File: src/rtl/reg_file_pkg.sv
// Shared defaults and types for the scoreboarded register file.
// Holds the default geometry (16-bit registers, 8 entries) and the index/data typedefs.
package reg_file_pkg;

  localparam int DEFAULT_DATA_W = 16;
  localparam int DEFAULT_ADDR_W = 3;
  localparam int DEPTH          = 1 << DEFAULT_ADDR_W;

  typedef logic [DEFAULT_ADDR_W-1:0] reg_idx_t;
  typedef logic [DEFAULT_DATA_W-1:0] reg_data_t;

endpackage

File: src/rtl/reg_file_scoreboard.sv
// Busy-bit scoreboard: one bit per register, marking a destination with an
// outstanding producer. A reserve sets a bit and a write clears it. When both
// target the same index on one edge, the reserve wins. The two query ports
// return the busy state as it will be after the current edge, so the parent
// can register it alongside the read data.
module reg_file_scoreboard
  import reg_file_pkg::*;
#(
  parameter int ADDR_W = DEFAULT_ADDR_W
) (
  input  logic              i_clk,
  input  logic              i_rst_n,
  input  logic              i_en,
  input  logic              i_clr,
  input  logic [ADDR_W-1:0] i_selClr,
  input  logic              i_set,
  input  logic [ADDR_W-1:0] i_selSet,
  input  logic [ADDR_W-1:0] i_selA,
  input  logic [ADDR_W-1:0] i_selB,
  output logic              o_nextBusyA,
  output logic              o_nextBusyB
);

  localparam int NUM_REGS = 1 << ADDR_W;

  logic [NUM_REGS-1:0] r_busy;
  logic [NUM_REGS-1:0] w_busyNext;

  // Next busy vector: clear for the writeback first, then set for the reserve.
  // The set comes last so that it wins on a shared index.
  always_comb begin
    w_busyNext = r_busy;
    if (i_clr) w_busyNext[i_selClr] = 1'b0;
    if (i_set) w_busyNext[i_selSet] = 1'b1;
  end

  // Commit the busy vector on the falling edge while enabled; reset drops all reservations.
  always_ff @(negedge i_clk or negedge i_rst_n) begin
    if (!i_rst_n) begin
      r_busy <= '0;
    end else if (i_en) begin
      r_busy <= w_busyNext;
    end
  end

  assign o_nextBusyA = w_busyNext[i_selA];
  assign o_nextBusyB = w_busyNext[i_selB];

endmodule

File: src/rtl/reg_file_sb.sv
// Parametrised register file with two registered read ports, one write port,
// same-edge write-to-read bypass and a per-register busy scoreboard for RAW
// hazard detection at issue. All state changes on the falling edge of i_clk.
// Optional build macro REG_FILE_ZERO_R0_EN hardwires index 0. With the macro
// defined, index 0 always reads 0 and is never busy, and writes and reserves
// to it are dropped.
module reg_file_sb
  import reg_file_pkg::*;
#(
  parameter int DATA_W = DEFAULT_DATA_W,
  parameter int ADDR_W = DEFAULT_ADDR_W
) (
  input  logic              i_clk,
  input  logic              i_rst_n,
  input  logic              i_en,
  input  logic              i_we,
  input  logic [ADDR_W-1:0] i_selA,
  input  logic [ADDR_W-1:0] i_selB,
  input  logic [ADDR_W-1:0] i_selD,
  input  logic [DATA_W-1:0] i_dataD,
  input  logic              i_rsv,
  input  logic [ADDR_W-1:0] i_selR,
  output logic [DATA_W-1:0] o_dataA,
  output logic [DATA_W-1:0] o_dataB,
  output logic              o_busyA,
  output logic              o_busyB
);

  localparam int NUM_REGS = 1 << ADDR_W;

  logic [DATA_W-1:0] r_regs [NUM_REGS];
  logic              w_weEff;
  logic              w_rsvEff;
  logic [DATA_W-1:0] w_readA;
  logic [DATA_W-1:0] w_readB;
  logic              w_nextBusyA;
  logic              w_nextBusyB;

`ifdef REG_FILE_ZERO_R0_EN
  // Index 0 is hardwired: it is never written and never reserved, so it keeps
  // its reset value of zero. Its busy bit never sets, and the bypass cannot fire for it.
  assign w_weEff  = i_we  && (i_selD != '0);
  assign w_rsvEff = i_rsv && (i_selR != '0);
`else
  assign w_weEff  = i_we;
  assign w_rsvEff = i_rsv;
`endif

  assign w_readA = (w_weEff && (i_selD == i_selA)) ? i_dataD : r_regs[i_selA];
  assign w_readB = (w_weEff && (i_selD == i_selB)) ? i_dataD : r_regs[i_selB];

  reg_file_scoreboard #(
    .ADDR_W(ADDR_W)
  ) u_scoreboard (
    .i_clk      (i_clk),
    .i_rst_n    (i_rst_n),
    .i_en       (i_en),
    .i_clr      (w_weEff),
    .i_selClr   (i_selD),
    .i_set      (w_rsvEff),
    .i_selSet   (i_selR),
    .i_selA     (i_selA),
    .i_selB     (i_selB),
    .o_nextBusyA(w_nextBusyA),
    .o_nextBusyB(w_nextBusyB)
  );

  // Writeback into the register array on the falling edge while enabled.
  always_ff @(negedge i_clk or negedge i_rst_n) begin
    if (!i_rst_n) begin
      for (int i = 0; i < NUM_REGS; i++) r_regs[i] <= '0;
    end else if (i_en && w_weEff) begin
      r_regs[i_selD] <= i_dataD;
    end
  end

  // Register the read data (bypassed) and the post-edge busy flags; hold them while disabled.
  always_ff @(negedge i_clk or negedge i_rst_n) begin
    if (!i_rst_n) begin
      o_dataA <= '0;
      o_dataB <= '0;
      o_busyA <= 1'b0;
      o_busyB <= 1'b0;
    end else if (i_en) begin
      o_dataA <= w_readA;
      o_dataB <= w_readB;
      o_busyA <= w_nextBusyA;
      o_busyB <= w_nextBusyB;
    end
  end

endmodule

File: config.mk
export PLATFORM = sky130hd
export DESIGN_NAME = reg_file_sb
export DESIGN_NICKNAME = d
export VERILOG_FILES = /design/src/rtl/reg_file_pkg.sv /design/src/rtl/reg_file_scoreboard.sv /design/src/rtl/reg_file_sb.sv
export SDC_FILE = /design/constraint.sdc
export NUM_CORES = 1
export LEC_CHECK = 0
export ABC_CLOCK_PERIOD_IN_PS = 1500
export CAP_MARGIN = 10
export CORE_MARGIN = 3
export CORE_UTILIZATION = 40
export DETAILED_ROUTE_END_ITERATION = 7
export GPL_TIMING_DRIVEN = 0
export REMOVE_ABC_BUFFERS = 1
export SYNTH_ARGS = -nofsm -noshare
export SYNTH_HDL_FRONTEND = slang
export SYNTH_HIERARCHICAL = 1
export SYNTH_SLANG_ARGS = --single-unit
File: constraint.sdc
create_clock -name i_clk -period 1.5 [get_ports i_clk]
set_clock_uncertainty 0.05 [all_clocks]
set_input_delay 0.225 -clock i_clk [delete_from_list [all_inputs] [get_ports i_clk]]
set_output_delay 0.225 -clock i_clk [all_outputs]
set_load 0.02 [all_outputs]
Word-level counts from Yosys, hierarchy flattened
Cells that the tools add are included.
{"block": "totals", "regBits": 170, "in_bits": 33, "out_inout_bits": 34}
{"block": "classes", "order_cmp": 10, "eq_ne": 2, "n_mux": 21, "n_bitwise": 6, "n_reduce_logical": 6}
{"cell": "$bwmux W128", "n": 1}
{"cell": "$mux W16", "n": 7}
{"cell": "$bmux W16 S3", "n": 2}
{"cell": "$demux W16 S3", "n": 1}
{"cell": "$lt A3 B4 Y1 const B", "n": 4}
{"cell": "$mux W8", "n": 2}
{"cell": "$ge A4 B4 Y1 const B", "n": 3}
{"cell": "$not A3 Y4", "n": 3}
{"cell": "$and A8 B8 Y8", "n": 1}
{"cell": "$not A8 Y8", "n": 1}
{"cell": "$or A8 B8 Y8", "n": 1}
{"cell": "$bmux W1 S3", "n": 2}
{"cell": "$demux W1 S3", "n": 2}
{"cell": "$eq A3 B3 Y1", "n": 2}
{"cell": "$ge A3 B1 Y1 const B", "n": 2}
{"cell": "$logic_and A1 B1 Y1", "n": 6}
{"cell": "$lt A4 B1 Y1 const B", "n": 1}
{"cell": "$mux W1", "n": 4}

Logic depth before layout (Yosys ltp)
Gate-level depths: netlist of the first run.
{"block": "logic_depth", "ltp_word": 11, "depth_mapped": 6, "depth_no_buf": 5}

Cells and area by module
The synthesis of the first run kept the hierarchy.
{"module": "reg_file_sb", "n_inst": 1, "cells_per_inst": 533, "area_per_inst_um2": 8304.2}
{"module": "reg_file_scoreboard", "n_inst": 1, "cells_per_inst": 100, "area_per_inst_um2": 837.1}

==> flow_summary.toml, run 1 <==
[drt]
post-route-drc-count = 0
wl_per_cell_um = 27.1
vias_per_cell = 6.10
drtPass1Iterations = 5
drtIter0Drc = 378
drt.antenna.violating_nets = 0
num_vias = 6414
wirelength_um = 28500

[grt]
grt_pass1_wl_um = 43400
grt_pass1_vias = 6918
antenna_found_initial = 1
grtUsageTotal_pct = 23.6
grt_max_degree = 103
grt_overflow = 0

[synth]
synth_cells = 633
syn_avg_cell_area_sq_um = 14.4
synth_warnings = 6
yosysSeqAreaShare_pct = 46.5
synthTopCellsByArea = "dfrtn_1, mux4_2, mux2_2"
ys_ff_latch = 170
synth.largest_area_cell = "dfrtn_1"
synthesis.area_sq_um = 9140
yosysTopAreaCellShare_pct = 46.5
yosysUniqueCellTypes = 50

[sta]
postLayoutSetupSlackWorst_ns = -0.680
worst_slew_pin_slew_ns = 0.586
setup_violations = 197
slew_violations = 0
holdWs_ns = 0.366
hold_viol_final = 0
rsz0062_at_grt = "yes"
slew-limit-headroom_pct = 60.9

[floorplan]
die_w_um = 157
coreArea_sq_um = 22200
ios = 67
num_rows = 54
start_util_pct = 41.2
die_y_um = 157
dieArea_sq_um = 24700

[flow_run]
drv_cap = 0

[clock_tree]
path_clk_slew_ns = 0.05
cts.sink_count = 170
cts_max_path_buffers = 2
cts_buffers = 17
cts_tree = "built"
worst_skew_pair.late_latency_ns = 0.40
htreeDepth = 4
cts_root_buffer = "clkbuf_16"

[power_and_ir_drop]
seq_power_share_pct = 41.8
power.static_leakage_uw = 0.00535
powerDensity_nw_per_um2 = 1270
swShare_pct = 28.9
p_sw_uw = 4580
worst_ir_drop_vdd_mv = 0.669
internal-power_uw = 11200
pwr-share-clk_pct = 28.5
p_comb_share_pct = 29.8

[critical_path]
startpoint_type = "primary input"
rr_worst_depth = 4
cp_data_arrival_time_ns = 1.63
worstSetupEndpointType = "register"
cp_max_fo = 26
required_ns = 0.95
critPathKind = "in -> reg"

[layout]
antenna_cells = 0
areaGrowthSynthToFinish_pct = 36.3
stdcell_count = 1051
layout.nets = 791
drive_gt1_share_pct = 54.9
fillerInstances = 1682

[min_path]
hold_path.class = "in -> async"

[status]
status = "finished, violations left"
violations = "setup timing"

[place]
post-dp-hpwl_um = 14600
dp_cells = 944
portBuffers = 66
gp_congestion = 0.816
-- critical path, stage by stage --
cell and delay, ns:
buf_16 0.20, or3b_4 0.41, a211oi_2 0.27, nor4_2 0.09, o211a_1 0.16, mux2_4 0.26
-- what timing repair did --
item / CTS / global route
resized for setup: 428 / 70
hold buffers: 0 / 0
cloned: 10 / 1
setup buffers: 60 / 12
pin swaps: 27 / 19
endpoints found under the setup margin: 204 / 289
-- layout by cell type, fill, tap and decap left out, types with 3 or more instances in the layout --
cell type        count
nand3b_1             5
mux2i_1             34
buf_12              16
bufbuf_16            3
o21ai_0              6
inv_1               19
or3_4                4
a211oi_1             3
or3b_4               4
nand3_1              3
buf_8               11
clkbuf_16           19
or4b_4               4
mux2_4              93
o221ai_1            11
o221ai_2            21
xor2_4               3
buf_16              10
nand2b_1            36
o21ai_1              5
buf_4               38
dfrtn_1            170
a211oi_2             5
nand2_1             14
inv_6                5
nand4b_1             3
clkdlybuf4s50_1     16
buf_6               53
nor2_4               6
clkinv_4             3
mux4_2              64
mux2_2              37
-- synthesized netlist by cell type, drive strengths merged --
library cell and instances:
a2111oi 1, a211oi 9, a21oi 2, a311oi 2, a41oi 1, and2 1
and3 1, and4 1, and4b 2, and4bb 1, buf 35, clkbuf 12
dfrtn 170, inv 19, mux2 130, mux2i 34, mux4 64, nand2 14
nand2b 37, nand3 4, nand3b 5, nand4 1, nand4b 3, nand4bb 2
nor2 7, nor2b 1, nor4 2, nor4b 1, nor4bb 1, o211a 1
o211ai 2, o21ai 12, o221ai 32, o41ai 2, or2 1, or3 4
or3b 4, or4b 3, or4bb 1, xnor2 2, xor2 6
-- through the flow --
step | setup slack [ns] | utilization (%) | cell area (sq um) | setup TNS (ns) | power, uW
floorplan | -1.00 | - | 8880 | -131.38 | 8740
global placement | -7.08 | 44.6 | 9890 | -1829.14 | 10000
detailed placement | -2.23 | 45.5 | 10100 | -393.45 | 10300
CTS | -0.650 | 55.1 | 12200 | -95.30 | 15600
global route | -0.688 | 56.2 | 12500 | -103.66 | 16500
finish | -0.680 | 56.2 | 12500 | -102.27 | 15800
-- per-layer routing --
metal | vias up | share of wire (%) | GRT usage, %
met5 | - | 0.046 | 0
met1 | 3419 | 42 | 31.9
met3 | 61 | 6.5 | 5.77
li1 | 2705 | - | -
met4 | 2 | 2.9 | 7.07
met2 | 227 | 49 | 38.0
-- power groups by stage --
stage | combinational, uW | clock (uW) | sequential [uW]
2_1_floorplan | 2120 | 0 | 6620
6_report | 4710 | 4510 | 6600
3_5_place_dp | 3710 | 0 | 6560
5_1_grt | 5000 | 4790 | 6740
3_3_place_gp | 3600 | 0 | 6440
4_1_cts | 4460 | 4580 | 6550
-- cell type report --
cell class	count	area, sq um	area share (%)
Multi-Input combinational cell	399	5230	42.0
Sequential cell	170	4250	34.1
Timing Repair Buffer	151	1960	15.7
Clock buffer	19	443	3.55
Tap cell	280	350	2.81
Clock inverter	13	154	1.23
Inverter	19	71.3	0.572
-- worst paths after layout --
kind / from / endpoint / slack (ns)
min: i_rst_n / o_busyA / 0.37
min in group i_clk: u_scoreboard/r_busy[7] / u_scoreboard/r_busy[7] / 0.40
max in group asynchronous: i_rst_n / r_regs[47] / 0.24
min reg2reg: u_scoreboard/r_busy[7] / u_scoreboard/r_busy[7] / 0.40
max reg2reg: u_scoreboard/r_busy[5] / o_busyB / 0.01
max: i_selA[1] / o_busyA / -0.68
-- state kept, by name, summed over array words and instances (netlist names) --
register             count
o_busyA                  1
o_dataB                 16
r_regs                 128
o_dataA                 16
o_busyB                  1
u_scoreboard/r_busy      8
-- cell families after synthesis --
family / after synthesis / synth area share (%)
buf+inv: 66 / 3.65
compound gates: 64 / 6.08
xor+xnor: 8 / 0.767
mux: 228 / 35.9
simple gates: 97 / 7.05
flops: 170 / 46.5
No activity file was read; power rests on OpenSTA's default activity.
==> inputs of run 2 (changes only) <==
ABC_AREA = 1   (was not set)
ABC_CLOCK_PERIOD_IN_PS = 1900   (was 1500)
clock period = 1.9 ns   (was 1.5 ns; I/O delays follow)
==> flow_summary.toml, run 2 <==
[power_and_ir_drop]
worst_ir_drop_vdd_mv = 0.575
power_uw = 12400
p_sw_uw = 4480
pwr-share-clk_pct = 28.4
swShare_pct = 36.0
powerDensity_nw_per_um2 = 848
p_comb_share_pct = 31.5
seq_power_share_pct = 40.1
internal-power_uw = 7940
power.static_leakage_uw = 0.00689

[sta]
postLayoutSetupSlackWorst_ns = -0.444
holdWs_ns = 0.383
setup_violations = 135
slew-limit-headroom_pct = 53.5
hold_viol_final = 0
slew_violations = 0
worst_slew_pin_slew_ns = 0.698
rsz0062_at_grt = "yes"

[synth]
synth_cells = 1415
async_flop_share_pct = 100
yosysTopAreaCellShare_pct = 43.1
ys_top_cells_by_count = "nand2_1, nand3_1, dfrtn_1, inv_1, o21ai_0"
ys.flop_type = "dfrtn_1"
yosysUniqueCellTypes = 28
synth_warnings = 6
synth.largest_area_cell = "dfrtn_1"
ys_ff_latch = 170
synthTopCellsByArea = "dfrtn_1, nand2_1, nand3_1"
syn_avg_cell_area_sq_um = 6.98
synth_edf_count = 0
yosysSeqAreaShare_pct = 43.1
synth.most_common_cell = "nand2_1"
synthesis.area_sq_um = 9880

[clock_tree]
worst_skew_pair.late_latency_ns = 0.41
cts_max_path_buffers = 2
cts_root_buffer = "clkbuf_16"
cts_buffers = 17
cts_hold_buf = 0
htreeDepth = 4
path_clk_slew_ns = 0.05
cts.sink_count = 170
cts_tree = "built"

[place]
dpl_cell_area_sq_um = 10600
place_ws_ns = -2.80
portBuffers = 66
post-dp-hpwl_um = 17000
gp_congestion = 0.807

[grt]
grt_use_met2_pct = 50.0
busiest_layer = "met2"
antenna_found_initial = 1
grtUsageMet1_pct = 41.2
grt_max_degree = 91
grt_overflow = 0
grtUsageTotal_pct = 32.5
grt_use_met3_pct = 9.21
grt_pass1_vias = 10374
grt_pass1_wl_um = 64200

[layout]
layout.nets = 1587
largest_register_ffs = 128
areaGrowthSynthToFinish_pct = 48.2
top_register = "r_regs"
fillerInstances = 1923
utilization_pct = 61.3
finalInstanceArea_sq_um = 14600
layout_common_cells = "nand2_1, nand3_1, dfrtn_1"
reg.largest.list = "r_regs (128), o_dataA (16), o_dataB (16)"
ff_latch_area_sq_um = 4250
final_common_cell = "nand2_1"
drive_gt1_share_pct = 31.8
multi_input_area_sq_um = 5970

[critical_path]
path_cells = "buf_6"
cp_slowest_cell = "dfrtn_1"
cp_data_arrival_time_ns = 2.01
cp_max_fo = 2
worstSetupEndpointType = "primary output"
startpoint_type = "register"
critPathBufInv = 1
cp_top_family = "flip-flops"
max_stage_delay_ns = 0.50
critPathKind = "reg -> out"
required_ns = 1.56

[floorplan]
start_util_pct = 41.3
coreArea_sq_um = 23900
die_y_um = 163
dieArea_sq_um = 26600
die_w_um = 163
ios = 67
num_rows = 56

[flow_run]
drv_cap = 0

[drt]
wirelength_um = 47000
drt.antenna.violating_nets = 0
vias_per_cell = 6.10
drtPass1Iterations = 8
post-route-drc-count = 0
num_vias = 11504
wl_per_cell_um = 24.9
drtIter0Drc = 1621

[status]
status = "finished, violations left"
violations = "setup timing"

[min_path]
hold_path.class = "reg -> reg"
## run 2: cell count changes in the layout (fill, tap and decap cells not counted), sizes merged, moves of 9 or more
cell,previous run,this run
nand2b,37,0
buf,130,155
o21ai,12,145
a211oi,9,0
mux4,64,0
inv,25,152
mux2,130,0
mux2i,34,0
nand3,4,256
nand2,14,539
a21oi,2,17
nor2,7,55
o221ai,32,0
## run 2: cell type report
type,instances,area share [%]
Antenna cell,1,0.0171
Clock buffer,19,3.09
Clock inverter,13,0.803
Inverter,146,4.70
Multi-Input combinational cell,1028,40.8
Sequential cell,170,29.1
Tap cell,319,2.73
Timing Repair Buffer,185,18.4
Timing Repair inverter,6,0.427
## run 2: through the flow
step	setup TNS (ns)	cells
4_1_cts	-17.01	1853
6_report	-20.93	1887
3_3_place_gp	-1992.70	1713
3_5_place_dp	-323.45	1719
2_1_floorplan	-72.59	1328
5_1_grt	-23.98	1886
## run 2: path summary, 6_finish.rpt
| path | startpoint | endpoint | slack, ns | depth (start not counted) |
|---|---|---|---|---|
| max | o_dataA[2] | o_dataA[2] | -0.44 | 1 |
| min | r_regs[10] | r_regs[10] | 0.38 | 2 |
| min in group asynchronous | i_rst_n | o_dataA[8] | 0.64 | 1 |
| max in group asynchronous | i_rst_n | r_regs[50] | 0.22 | 2 |
| max reg2reg | r_regs[65] | o_dataB[1] | 0.67 | 6 |
| min reg2reg | r_regs[10] | r_regs[10] | 0.38 | 2 |
## run 2: repair_timing
item,in CTS,in global routing
setup buffers,69,28
gates cloned,33,9
resized for setup,523,244
pin swaps,84,90
setup endpoints to repair,204,197
## run 2: cells by family after synthesis
family / share of synthesized area, %
and+or+nand+nor: 37.3
buffers and inverters: 10.5
DFF: 43.1
AOI/OAI and AO/OA: 9.09
## run 2: metal layers
metal  vias to the layer above  wire, um
met5                         -        16
met2                       965     20400
li1                       4834         -
met3                       273      6370
met1                      5430     16700
met4                         2      3490
## run 2: power by group through the flow
| stage | sequential (uW) | clock, uW | combinational, uW |
|---|---|---|---|
| after global placement | 4900 | 0 | 2540 |
| final | 4980 | 3530 | 3910 |
| after global routing | 5050 | 3660 | 4230 |
| after detailed placement | 4900 | 0 | 2590 |
| after floorplan | 4930 | 0 | 1550 |
| after CTS | 4870 | 3500 | 3380 |
==> RTL edit: new RTL, flow settings as in run 2 <==
Set the package constant `DEFAULT_ADDR_W` to 4 (it was 3).
--- a/src/rtl/reg_file_pkg.sv
+++ b/src/rtl/reg_file_pkg.sv
@@ -4,5 +4,5 @@
 
   localparam int DEFAULT_DATA_W = 16;
-  localparam int DEFAULT_ADDR_W = 3;
+  localparam int DEFAULT_ADDR_W = 4;
   localparam int DEPTH          = 1 << DEFAULT_ADDR_W;
 
Ports: changed (resized i_selA, i_selB, i_selD and i_selR); port bits go from 67 to 71. The function was not compared with the original's and may differ.
==> RTL edit against run 2 <==
- the run ends with DRC, setup timing left
- area after synthesis up 81%
- hold slack worse by 2.2 ps
- sequential share of layout area down 1.7 points
- largest cell class unchanged
- sequential cell count up 136
- critical path depth unchanged
- total power up 91%
- setup slack worse by 86 ps
- critical path type unchanged
- largest power group unchanged
- cell area up 91%
- clock power up 120%
- via count up 99%
- global-route usage up 2.6 points
- wire length up 120%
- first-iteration DRC count rose to 2.8 times the old value
==> RTL edit: results (changes against run 2) <==
Status
  • Status: complete, but fails checks
  • Failing checks: DRC, setup timing

Clocking
  • Worst skew pair latency: 580 ps (+170 ps)
  • Worst-path clk slew: 50 ps (about the same)
  • Clk buf depth: 3 (+1)
  • H-tree levels: 2 (-2)
  • Post-CTS resize count: 594 (+14%)
  • CTS buffer count: 38 (+21)
  • Setup repair bufs after CTS: 143 (+110%)

Routing
  • # DRC: 82 (+82)
  • Via density: 6.51 (+6.8%)
  • Routed WL: 105000 µm (+120%)

Synthesis
  • Multiplexer area fraction after synthesis: 0 (unchanged)
  • Part of the Yosys area used for sequential elements: 0.429 (-0.00202)
  • Post-Syn Area per Cell: 6.69 µm² (-4.2%)
  • XOR/XNOR share of the synthesized area: 0.000981 (+0.000981)
  • Compound-Gate Fraction of Synth Area: 0.0822 (-0.00872)
  • Netlist cell types: 24 (-14%)
  • Commonest cells in the netlist: 899 x nand2_1, 561 x nand3_1, 306 x dfrtn_1
  • Area contributors post-synth: dfrtn_1 43%, nand2_1 19%, nand3_1 16%, o21ai_0 6.3%, inv_1 6.2%

Placed design
  • Placed cells: 3165 (+84%)
  • Routability cong.: 0.821 (+1.7%)
  • Area of placed instances: 19000 µm² (+80%)
  • Pre-CTS setup slack: -2610 ps (+188 ps)
  • HPWL after DPL: 33200 µm (+95%)
  • IO Port Bufs: 70 (+6.1%)

Global routing
  • Global-route usage over all layers: 0.351 (+0.0258)
  • Vias in the first global route: 20200 (+95%)
  • Largest net degree at the start of global routing: 109 (+20%)
  • Initial antenna violation count: 0 (-1)
  • First-pass GRT wire length: 124000 µm (+94%)

Hold path
  • Hold EP: r_regs[46]
  • Min-delay src: r_regs[46]

Pwr
  • Max VDD drop: 0.624 mV (+8.5%)
  • Logic pwr share: 0.301 (-0.014)
  • Combinational gate power: 7.15 mW (+83%)
  • Part of the power in registers: 0.369 (-0.032)
  • Switching power: 8.43 mW (+88%)
  • Static Leak: 13.5 nW (+95%)

Critical path
  • R2R Path End: o_dataA[15]
  • Crit path launch: o_dataA[9]
  • Worst EP arrival: 2090 ps (+80 ps)
  • Worst reg2reg startpoint: r_regs[191]
  • Worst R2R Path Depth: 8 (+2)
  • R2R setup slack: 490 ps (-180 ps)
  • Crit path launch type: register
  • Worst setup path endpoint: o_dataA[9]

Final layout
  • Register area: 7660 µm² (+80%)
  • Largest register FFs: 256 (+100%)
  • Layout cell share with drive strength beyond 1: 0.322 (+0.00401)
  • Final net count: 2948 (+86%)
  • Filler cells: 3337 (+74%)
  • Layout Cells excl Fill: 3525 (+87%)

Timing
  • Final setup fails: 283 (+110%)
  • Final Worst Setup Slack: -530 ps (-86.1 ps)
  • Worst hold margin: 381 ps (-2.23 ps)
  • Worst rel slew slack: 0.583 (+0.0482)
  • Setup TNS: -44500 ps (-23560 ps)
==> RTL edit: changes by cell type after synthesis, moves of 51 or more <==
cell and delta:
nand2_1 +389, nand3_1 +320, inv_1 +155, dfrtn_1 +136, o21ai_0 +131, clkbuf_1 +63
nor2_1 +51
==> RTL edit: area by class of cell <==
type	count	area share
clock inverters	16	0.00573
inverters	309	0.0484
clock buffers	53	0.0408
repair buffers	364	0.209
flip-flops and latches	306	0.274
multi-input cells	1882	0.392
well taps	585	0.0262
repair inverters	10	0.00416
==> RTL edit: per-layer routing <==
| layer | track usage | share of wire | wire [µm] | vias up |
|---|---|---|---|---|
| li1 | - | - | - | 9047 |
| met1 | 0.424 | 0.32 | 33900 | 10700 |
| met2 | 0.525 | 0.40 | 41900 | 2234 |
| met3 | 0.108 | 0.17 | 17600 | 968 |
| met4 | 0.265 | 0.11 | 11900 | 2 |
| met5 | 0 | 0.00073 | 77 | - |
